`config.mk`:
```
export PLATFORM = sky130hd
export DESIGN_NAME = mem_port_arbiter
export DESIGN_NICKNAME = d
export VERILOG_FILES = /design/src/rtl/mem_arb_pkg.sv /design/src/rtl/mem_arb_rr2.sv /design/src/rtl/mem_port_arbiter.sv
export SDC_FILE = /design/constraint.sdc
export NUM_CORES = 1
export LEC_CHECK = 0
export ABC_AREA = 1
export CAP_MARGIN = 40
export CORE_ASPECT_RATIO = 0.6
export CORE_MARGIN = 2
export CORE_UTILIZATION = 37
export DETAILED_ROUTE_END_ITERATION = 7
export PLACE_DENSITY = 0.74
export SETUP_SLACK_MARGIN = 0.4
export SYNTH_ARGS = -nofsm -noshare
export SYNTH_HDL_FRONTEND = slang
export SYNTH_SLANG_ARGS = --single-unit
```
`constraint.sdc`:
```
create_clock -name clk -period 1.5 [get_ports clk]
set_input_delay 0.225 -clock clk [delete_from_list [all_inputs] [get_ports clk]]
set_output_delay 0.225 -clock clk [all_outputs]
set_load 0.02 [all_outputs]
```
`src/rtl/mem_arb_pkg.sv`:
```
// mem_arb_pkg
// Shared types and constants for the memory port arbiter slice.
//   state_t      : arbiter FSM states, encoding visible on st_dbg
//   owner_t      : current grant holder, encoding visible on owner_dbg
//   RD_LAT_MIN/MAX and rd_lat_legal() : legal range of the RAM read latency

package mem_arb_pkg;

    typedef enum logic [1:0] {
        S_IDLE  = 2'd0,
        S_ISSUE = 2'd1,
        S_WAIT  = 2'd2,
        S_ACK   = 2'd3
    } state_t;

    typedef enum logic [1:0] {
        OWN_NONE = 2'd0,
        OWN_CPU  = 2'd1,
        OWN_DMA  = 2'd2
    } owner_t;

    localparam int RD_LAT_MIN = 1;
    localparam int RD_LAT_MAX = 3;

    // The latency counter is two bits wide, so only 1..3 can be represented.
    function automatic bit rd_lat_legal(input int lat);
        return (lat >= RD_LAT_MIN) && (lat <= RD_LAT_MAX);
    endfunction

endpackage

```
`src/rtl/mem_arb_rr2.sv`:
```
// mem_arb_rr2
// Combinational two-way round-robin pick.
//   req[1:0] in  : request vector, bit 0 = CPU, bit 1 = DMA
//   last     in  : 1 when the DMA held the most recent grant
//   gnt[1:0] out : one-hot grant (all zero when nothing is requested)

module mem_arb_rr2 (
    input  logic [1:0] req,
    input  logic       last,
    output logic [1:0] gnt
);

    // A lone requester always wins; on a tie the side that was not served
    // last time gets the grant.
    always_comb begin
        gnt = 2'b00;
        case (req)
            2'b01:   gnt = 2'b01;
            2'b10:   gnt = 2'b10;
            2'b11:   gnt = last ? 2'b01 : 2'b10;
            default: gnt = 2'b00;
        endcase
    end

endmodule

```
`src/rtl/mem_port_arbiter.sv`:
```
// mem_port_arbiter
// Shares one single-port synchronous RAM between the CPU and the DMA/loader.
// One access at a time, round-robin on contention, req/ack handshake per side.
//   clk, reset_n                : clock, asynchronous active-low reset
//   cpu_* / dma_*               : requester ports (req, we, be, addr, wdata in;
//                                 rdata, ack, err out)
//   mem_en/we/be/addr/wdata     : RAM control, all zero when mem_en is low
//   mem_rdata                   : RAM read data, valid RD_LAT cycles after mem_en
//   owner_dbg, st_dbg           : current grant holder and FSM state

module mem_port_arbiter
    import mem_arb_pkg::*;
#(
    parameter int ADDR_W    = 32,
    parameter int DATA_W    = 32,
    parameter int RD_LAT    = 1,
    parameter int MEM_WORDS = 1024
) (
    input  logic                clk,
    input  logic                reset_n,

    input  logic                cpu_req,
    input  logic                cpu_we,
    input  logic [DATA_W/8-1:0] cpu_be,
    input  logic [ADDR_W-1:0]   cpu_addr,
    input  logic [DATA_W-1:0]   cpu_wdata,
    output logic [DATA_W-1:0]   cpu_rdata,
    output logic                cpu_ack,
    output logic                cpu_err,

    input  logic                dma_req,
    input  logic                dma_we,
    input  logic [DATA_W/8-1:0] dma_be,
    input  logic [ADDR_W-1:0]   dma_addr,
    input  logic [DATA_W-1:0]   dma_wdata,
    output logic [DATA_W-1:0]   dma_rdata,
    output logic                dma_ack,
    output logic                dma_err,

    output logic                mem_en,
    output logic                mem_we,
    output logic [DATA_W/8-1:0] mem_be,
    output logic [ADDR_W-3:0]   mem_addr,
    output logic [DATA_W-1:0]   mem_wdata,
    input  logic [DATA_W-1:0]   mem_rdata,

    output logic [1:0]          owner_dbg,
    output logic [1:0]          st_dbg
);

    localparam int BE_W   = DATA_W / 8;
    localparam int WIDX_W = ADDR_W - 2;

    if (!rd_lat_legal(RD_LAT)) begin : g_bad_rd_lat
        $error("mem_port_arbiter: RD_LAT must be in 1..3");
    end

    state_t              state;
    state_t              next_state;
    owner_t              owner_q;
    owner_t              last_grant;
    logic                we_q;
    logic [BE_W-1:0]     be_q;
    logic [WIDX_W-1:0]   widx_q;
    logic [DATA_W-1:0]   wdata_q;
    logic                err_q;
    logic [1:0]          cnt_q;
    logic [DATA_W-1:0]   cpu_rdata_q;
    logic [DATA_W-1:0]   dma_rdata_q;
    logic [1:0]          gnt;
    logic                in_range;

    // Byte-offset bits do not take part in word addressing.
    logic                unused_addr_lsbs;
    assign unused_addr_lsbs = ^{cpu_addr[1:0], dma_addr[1:0]};

    mem_arb_rr2 u_rr2 (
        .req  ({dma_req, cpu_req}),
        .last (last_grant == OWN_DMA),
        .gnt  (gnt)
    );

    assign in_range = {2'b00, widx_q} < ADDR_W'(MEM_WORDS);

    // State register.
    always_ff @(posedge clk or negedge reset_n) begin
        if (!reset_n) begin
            state <= S_IDLE;
        end else begin
            state <= next_state;
        end
    end

    // Next-state logic. Out-of-range and write accesses skip the wait state;
    // reads sit in S_WAIT until the counter reaches 1.
    always_comb begin
        next_state = state;
        case (state)
            S_IDLE:  if (gnt != 2'b00) next_state = S_ISSUE;
            S_ISSUE: next_state = (!in_range || we_q) ? S_ACK : S_WAIT;
            S_WAIT:  if (cnt_q == 2'd1) next_state = S_ACK;
            S_ACK:   next_state = S_IDLE;
            default: next_state = S_IDLE;
        endcase
    end

    // Request latch, latency counter, error flag, round-robin history and the
    // per-port read data registers. Everything the RAM sees comes from the
    // latch, so requesters may change their fields after the grant.
    always_ff @(posedge clk or negedge reset_n) begin
        if (!reset_n) begin
            owner_q     <= OWN_NONE;
            last_grant  <= OWN_DMA;
            we_q        <= 1'b0;
            be_q        <= '0;
            widx_q      <= '0;
            wdata_q     <= '0;
            err_q       <= 1'b0;
            cnt_q       <= 2'd0;
            cpu_rdata_q <= '0;
            dma_rdata_q <= '0;
        end else begin
            case (state)
                S_IDLE: begin
                    if (gnt[0]) begin
                        owner_q <= OWN_CPU;
                        we_q    <= cpu_we;
                        be_q    <= cpu_be;
                        widx_q  <= cpu_addr[ADDR_W-1:2];
                        wdata_q <= cpu_wdata;
                        err_q   <= 1'b0;
                    end else if (gnt[1]) begin
                        owner_q <= OWN_DMA;
                        we_q    <= dma_we;
                        be_q    <= dma_be;
                        widx_q  <= dma_addr[ADDR_W-1:2];
                        wdata_q <= dma_wdata;
                        err_q   <= 1'b0;
                    end
                end
                S_ISSUE: begin
                    err_q <= !in_range;
                    if (in_range && !we_q) begin
                        cnt_q <= 2'(RD_LAT);
                    end
                end
                S_WAIT: begin
                    cnt_q <= cnt_q - 2'd1;
                    if (cnt_q == 2'd1) begin
                        if (owner_q == OWN_CPU) begin
                            cpu_rdata_q <= mem_rdata;
                        end else if (owner_q == OWN_DMA) begin
                            dma_rdata_q <= mem_rdata;
                        end
                    end
                end
                S_ACK: begin
                    last_grant <= owner_q;
                    owner_q    <= OWN_NONE;
                end
                default: begin
                    owner_q <= OWN_NONE;
                end
            endcase
        end
    end

    // Output logic. The RAM is only driven in S_ISSUE for an in-range word;
    // the ack pulse and error flag go only to the current owner.
    always_comb begin
        mem_en    = 1'b0;
        mem_we    = 1'b0;
        mem_be    = '0;
        mem_addr  = '0;
        mem_wdata = '0;
        cpu_ack   = 1'b0;
        cpu_err   = 1'b0;
        dma_ack   = 1'b0;
        dma_err   = 1'b0;
        if (state == S_ISSUE && in_range) begin
            mem_en    = 1'b1;
            mem_we    = we_q;
            mem_be    = be_q;
            mem_addr  = widx_q;
            mem_wdata = wdata_q;
        end
        if (state == S_ACK) begin
            if (owner_q == OWN_CPU) begin
                cpu_ack = 1'b1;
                cpu_err = err_q;
            end else if (owner_q == OWN_DMA) begin
                dma_ack = 1'b1;
                dma_err = err_q;
            end
        end
    end

    assign cpu_rdata = cpu_rdata_q;
    assign dma_rdata = dma_rdata_q;
    assign owner_dbg = owner_q;
    assign st_dbg    = state;

endmodule
```
==> impl_results.md, run 1 <==
- Fill count: ~960
- Critical path class: reg -> reg
- I/O Pins: between 300 and 400
- Met1 Track Usage GR: between 30% and 40%
- Critical path arrival: ~2600 ps
- TritonCTS clock tree: done
- Gr busiest metal: met2
- Worst-path maximum fanout: 2
- Worst EP required: roughly 1800 ps
- Final Instance Area: 14100 µm²
- Die extent in x: ~180 µm
- Core area: around 17000 µm²
- Syn avg cell area: approximately 8 µm²
- Final WS setup: -841 ps
- Final nets: about 1400
- Critical Path Max Stage Delay: roughly 380 ps
- Multiplexer area fraction after synthesis: 0%
- Leak: 6.93 nW
- Placer congestion estimate: between 0.8 and 0.9
- DRC: 0
- Worst skew pair latency: between 400 and 500 ps
- Initial Utilization: a little under two fifths
- Iteration-0 DRC count of the detailed router: about 500
- Violated checks: setup timing
- Startpoint types: flip-flop
- Area Growth Syn to Fin: 113%
- Number of global-route vias before repair: 7140
- Final min period: 2340 ps
- Pwr/cell area: 1880 nW/µm²
- Vias per std cell: a little under 5
- Reg clk slew, reported paths: ~70 ps
- Share of the synthesized area in the top cell type: ~52%
- Fmax: ~430 MHz
- Cell variety after synth: 21
- Post-synth top area cell: dfrtp_1
- Post-placement cell area: ~10000 µm²
- CP dominant cell by count: buf_4
- Count of final hold-check violations: 0
- Util after Layout: 81.4%
- Final WL: ~29 mm
- Root buffer cell: clkbuf_16
- Crit end category: flip-flop
- FF-to-FF path depth: 19
- Worst path slowest cell: dfrtp_1
- DRT Pass-1 Iters: 6
- Register area share after synthesis: between 50% and 60%
- Row cnt: 37
- First-pass GRT wire length: ~38 mm
- HPWL after detailed placement: roughly 15 mm
- Hold_ws: between 200 and 300 ps
- Grt met2 use: roughly 45%
- Slew Viols, Final: 0
- Flop and latch count out of synthesis: 140
- Worst-path cell chain: nor2_1 -> nand2_1 -> nor2_2 -> nand2_2 -> nor2_4 -> buf_4 -> buf_6 -> buf_4 -> buf_4 -> buf_4 -> buf_4 -> buf_6 -> buf_4 -> buf_4 -> buf_4 -> buf_6 -> nand3_4 -> nand3_2 -> nand2_2
- Die ar.: between 15000 and 20000 µm²
- Largest net degree at the start of global routing: 65
- Outcome: complete, but fails checks
- YS warnings: 0
- Layout cells sized above 1: 43.4%
- RR Startpoint: widx_q[24]$_DFFE_PN0P_
- Hold Path Class: in -> async
- Synth Area in Compound Gates: roughly 15%
- Synthesized area: around 6600 µm²
- Port bufs: 289
- Maxcap violations: 0
- Detail Route Antenna Nets: 0
- H-tree levels: 4
- Top area cells in the synthesized netlist: dfrtp_1 52%, inv_1 13%, nand2_1 8.9%
- RSZ-0062 raised after global routing: true
- Die H: between 100 and 150 µm
- Final Power: between 20 and 30 mW
- Overall Global Routing Usage: between 20% and 30%
- R2r endpoint: cnt_q[0]$_DFFE_PN0P_
- Global routing usage on met3: 7.45%
- Vias: 7316
- Worst vdd ir: 1.21 mV
- Commonest non-fill, non-tap cell in the layout: inv_1
- Simple logic cell fraction of the synthesized area: between 10% and 20%
- Largest family of logic cells by synthesized area: buffers and inverters
- Wire length per cell: between 15 and 20 µm
- CP bufs+invs: 11
- Antenna diodes: 0
- Ratio of final minimum period to clock period: 156%
- Synth Instances: 810
- Most frequent cells in the layout: 224 x inv_1, 168 x clkdlybuf4s50_1, 155 x buf_6, 135 x dfrtp_1, 91 x nand2_1
- Non-Filler Instances: 1491
- Placed Instances: ~1300
- Reg2Reg Setup Slack: -840 ps
- CTS sink cnt: between 100 and 150
- TritonCTS buffer count: 17
- Initial antenna violation count: 0
- Clock Skew: around 17 ps
- Delay-heaviest family, CP: buffers and inverters
- XOR/XNOR share of the synthesized area: 0%
- Adder-cell share of the synthesized area: under 10%
- Final Setup Violations: 193
- Maximum buffer depth of the clock tree: 2
- Grt total ovfl: 0
==> through the flow <==
step,worst slack [ps],setup TNS [ps]
after floorplan,-67.4,-7090
after global placement,-662,-38770
after detailed placement,-685,-43020
after CTS,-739,-65360
after global routing,-957,-110810
final,-841,-98230
==> worst register-to-register path: stages, from the launching register on <==
cell	delay, ps
dfrtp_1	380
nor2_1	110
nand2_1	90
nor2_2	170
nand2_2	90
nor2_4	140
buf_4	120
buf_6	80
buf_4	90
buf_4	90
buf_4	90
buf_4	100
buf_6	90
buf_4	90
buf_4	90
buf_4	100
buf_6	100
nand3_4	70
nand3_2	80
nand2_2	60
==> cell families (layout without fill, tap and decap cells) <==
group,after synthesis,count (layout)
AO/OA/AOI/OAI,142,143
adder cells (fa/ha/maj),6,6
buffers and inverters,289,715
flip-flops,140,140
other,1,20
AND/OR/NAND/NOR,232,233
==> cells in the mapped netlist, drive strengths merged <==
library cell	count
o22ai	3
nor3	2
nor2	63
o221ai	67
ha	6
a21o	1
buf	37
dfrtp	139
nand3	8
conb	1
o21ai	71
nand4	1
nand2	158
inv	231
clkbuf	21
dfstp	1
==> registers in the layout, summed over array words and instances, names as in the netlist <==
signal	count
cpu_rdata	32
dma_rdata	32
err_q	1
widx_q	30
wdata_q	32
be_q	4
cnt_q	2
st_dbg	2
we_q	1
owner_dbg	2
last_grant	2
==> worst max-delay path by stage <==
stage	depth (start not counted)	to	slack (ps)	from
floorplan	7	be_q[3]$_DFFE_PN0P_	-70	st_dbg[0]$_DFFE_PN0P_
global placement	9	mem_wdata[9]	-660	widx_q[18]$_DFFE_PN0P_
detailed placement	9	mem_addr[0]	-680	widx_q[18]$_DFFE_PN0P_
CTS	10	mem_be[0]	-740	widx_q[18]$_DFFE_PN0P_
global route	19	cnt_q[0]$_DFFE_PN0P_	-960	widx_q[22]$_DFFE_PN0P_
finish	19	cnt_q[0]$_DFFE_PN0P_	-840	widx_q[24]$_DFFE_PN0P_
==> final cells by class <==
cell class	instances	area [µm²]	share of cell area, %
clock buffer	18	429	3.04
inverter	231	887	6.28
tap	234	293	2.07
sequential	140	3510	24.8
clock inverter	14	161	1.14
multi-input combinational	402	3410	24.1
timing repair buffer	452	5450	38.5
==> where the power goes <==
part	leakage [nW]	total, mW	switching (mW)	internal (mW)
clock	0.284	4.24	1.75	2.49
sequential	1.65	7.16	1.48	5.68
combinational	4.99	15.2	7.16	7.99
==> per-layer routing <==
metal | vias up | routed length [µm]
met5 | - | 0
met4 | 0 | 654
met3 | 53 | 2090
met2 | 293 | 14200
met1 | 3624 | 11900
li1 | 3346 | -
==> what timing repair did <==
action	CTS	global route
endpoints found under the hold margin	27	0
setup buffers	55	30
pin swaps	4	18
setup endpoints to repair	260	260
gates resized for setup	790	255
cloned	21	19
hold buffers	1	0
(Power assumes the default switching activity.)
==> run 2: changes to the inputs <==
ABC_AREA = default   (was 1)
PLACE_DENSITY = 0.76   (was 0.74)
==> impl_results.md, run 2 <==
- Outcome: complete, but fails checks
- Violated checks: setup timing
- Final Setup Violations: 192 (-0.52%)
- Final WS setup: -1050 ps (-206 ps)
- RSZ-0062 raised after global routing: true
- Storage cell area: 3510 µm² (unchanged)
- Vias: 6204 (-15%)
- Final Power: 24.1 mW (-9.2%)
- Switching Fraction: 36.1% (-3.1 points)
- Final WL: 26.0 mm (-9.6%)
- YS warnings: 0 (unchanged)
- Reg clk slew, reported paths: 70 ps (about the same)
- Die ar.: 18100 µm² (-5.2%)
- Leak: 5.99 nW (-14%)
- Worst vdd ir: 1.06 mV (-12%)
- Share of the synthesized area in the top cell type: 55.3% (+2.9 points)
- Syn avg cell area: 10.9 µm² (+33%)
- Port bufs: 289 (unchanged)
- HPWL after detailed placement: 14.5 mm (-1.6%)
- H-tree levels: 4 (unchanged)
- I/O Pins: 314 (unchanged)
- Largest net degree at the start of global routing: 42 (-35%)
- Detail Route Antenna Nets: 0 (unchanged)
- TritonCTS buffer count: 17 (unchanged)
- Crit end category: output port
- Worst skew pair latency: 410 ps (about the same)
- Slew Viols, Final: 0 (unchanged)
- Overall Global Routing Usage: 26.1% (-0.23 points)
- Post-synth EDFFs: 0 (unchanged)
- Synthesized area: 6290 µm² (-5.3%)
- Reg power frac: 29.4% (+2.4 points)
- Ratio of final minimum period to clock period: 170% (+14 points)
- Top area cells in the synthesized netlist: dfrtp_1 55%, mux2_2 12%, nand2_1 8.4%
- Synth Instances: 577 (-29%)
- Iteration-0 DRC count of the detailed router: 270 (-44%)
- Vias per std cell: 5.00 (+1.9%)
- Layout cells sized above 1: 53.8% (+10 points)
- Count of final hold-check violations: 0 (unchanged)
- Row cnt: 36 (-2.7%)
- Hold_ws: 305 ps (+39.7 ps)
- Fill count: 988 (+3.2%)
- Grt total ovfl: 0 (unchanged)
- Die H: 105 µm (-2.6%)
- Comb power frac: 52.3% (-4.8 points)
- Critical path arrival: 2320 ps (-310 ps)
- Antenna diodes: 0 (unchanged)
- DRT Pass-1 Iters: 5 (-1)
- Root buffer cell: clkbuf_16
- Maximum buffer depth of the clock tree: 2 (unchanged)
- Flop and latch count out of synthesis: 140 (unchanged)
- Commonest non-fill, non-tap cell in the layout: clkdlybuf4s50_1
- Register area share after synthesis: 55.7% (+3.0 points)
- Fmax: 393 MHz (-8.1%)
- Pwr/cell area: 1860 nW/µm² (-0.97%)
- Cell variety after synth: 40 (+90%)
- Initial Utilization: 38.3% (about the same)
- Hold Path Class: in -> async
- DRC: 0 (unchanged)
- Worst-path maximum fanout: 7 (+5)
- Async SR Flop Fraction: 100% (unchanged)
- Top FF cell, synth: dfrtp_1
- Startpoint types: flip-flop
- First-pass GRT wire length: 35.5 mm (-6.8%)
- Int Power: 15.4 mW (-4.6%)
- Maxcap violations: 0 (unchanged)
- Switching power: 8.70 mW (-16%)
- Area Growth Syn to Fin: 106%
- Most frequent cells in the layout: 168 x clkdlybuf4s50_1, 148 x buf_6, 135 x dfrtp_1, 114 x nand2_1, 67 x a22oi_2
- Critical path class: reg -> out
- Placer congestion estimate: 0.768 (-4.9%)
- CTS sink cnt: 140 (unchanged)
- Top cells by count, synth: 141 x nand2_1, 139 x dfrtp_1, 68 x a22oi_1
- TritonCTS clock tree: done
- Core area: 16400 µm² (-5.3%)
- Final nets: 1180 (-17%)
- Wire length per cell: 21.0 µm (+8.6%)
- Die extent in x: 172 µm (-2.6%)
- Final min period: 2550 ps (+206 ps)
- Post-synth top area cell: dfrtp_1
- Worst EP required: 1270 ps (-520 ps)
- Slew margin rel.: around 55%
- Multi-input gate area: 3380 µm² (-0.99%)
- Clk network pwr share: 18.3% (+2.3 points)
- Count leader, synth: nand2_1
- Initial antenna violation count: 1 (+1)
- Slew @ Worst Pin: roughly 680 ps
- Number of global-route vias before repair: 6150 (-14%)
- Clock Skew: 11.0 ps (-5.80 ps)
==> run 2: critical path, cell delays in order, from the launching register on <==
cell and delay [ps]:
dfrtp_1 380, nor4_2 290, buf_4 160, nand4_1 190, nor3_4 210, buf_6 150, buf_12 120, clkbuf_16 150
and2_4 150, buf_6 110
==> run 2: worst paths after layout <==
path / depth (start not counted) / slack [ps] / to / from
max in group asynchronous: 3 / 660 / st_dbg[0]$_DFFE_PN0P_ / reset_n
min reg2reg: 2 / 470 / be_q[0]$_DFFE_PN0P_ / be_q[0]$_DFFE_PN0P_
min: 2 / 300 / dma_rdata[17]$_DFFE_PN0P_ / reset_n
max reg2reg: 12 / -960 / cnt_q[1]$_DFFE_PN0P_ / widx_q[20]$_DFFE_PN0P_
max: 9 / -1050 / mem_wdata[7] / widx_q[20]$_DFFE_PN0P_
min in group clk: 3 / 420 / be_q[0]$_DFFE_PN0P_ / cpu_be[0]
==> run 2: what timing repair did <==
item / CTS / global route
pin swaps: 32 / 60
cloned: 21 / 6
endpoints found under the hold margin: 34 / 0
hold buffers: 1 / 0
buffers inserted: 34 / 37
gates resized for setup: 406 / 410
endpoints found under the setup margin: 260 / 260
==> run 2: final cells by class <==
class	count	area share (%)
Multi-Input combinational cell	393	26.0
Tap cell	228	2.20
Sequential cell	140	27.1
Clock inverter	14	1.33
Inverter	9	0.357
Clock buffer	18	3.39
Timing Repair Buffer	439	39.6
==> run 2: layer usage <==
layer / share of wire [%] / vias up / global-route usage (%) / wire (µm)
li1: - / 2810 / - / -
met1: 43 / 3103 / 35.8 / 11100
met2: 48 / 269 / 42.3 / 12600
met3: 7.8 / 22 / 6.06 / 2040
met4: 1.1 / 0 / 5.46 / 296
met5: 0 / - / 0 / 0
==> run 2: logic make-up (layout without fill, tap and decap cells) <==
kind of cell             after synthesis  in the layout  synth area share [%]
AND/OR/NAND/NOR                      214            214                  15.7
other                                  1             20                0.0596
AO/OA/AOI/OAI                         88             88                  10.4
adder cells (fa/ha/maj)                6              6                  1.19
buffers and inverters                 63            480                  5.31
flip-flops                           140            140                  55.7
multiplexers                          65             65                  11.6
==> run 2: power groups by stage <==
stage          Combinational (mW)  Sequential (mW)  Clock (mW)
3_5_place_dp                 8.96             6.77           0
3_3_place_gp                 8.78             6.75           0
5_1_grt                      13.4             7.26        4.63
4_1_cts                      11.0             6.81        4.46
6_report                     12.6             7.08        4.41
2_1_floorplan                3.85             7.80           0
==> run 2: stage by stage <==
stage | utilization [%] | TNS, ps | setup slack (ps) | cell area, µm² | std cells
floorplan | - | -26710 | -304 | 7030 | 596
global placement | 62.7 | -77530 | -1110 | 10300 | 1110
detailed placement | 62.7 | -76770 | -1050 | 10300 | 1110
CTS | 73.6 | -116970 | -1000 | 12100 | 1198
global route | 78.9 | -136050 | -1180 | 13000 | 1241
finish | 78.9 | -119970 | -1050 | 13000 | 1241
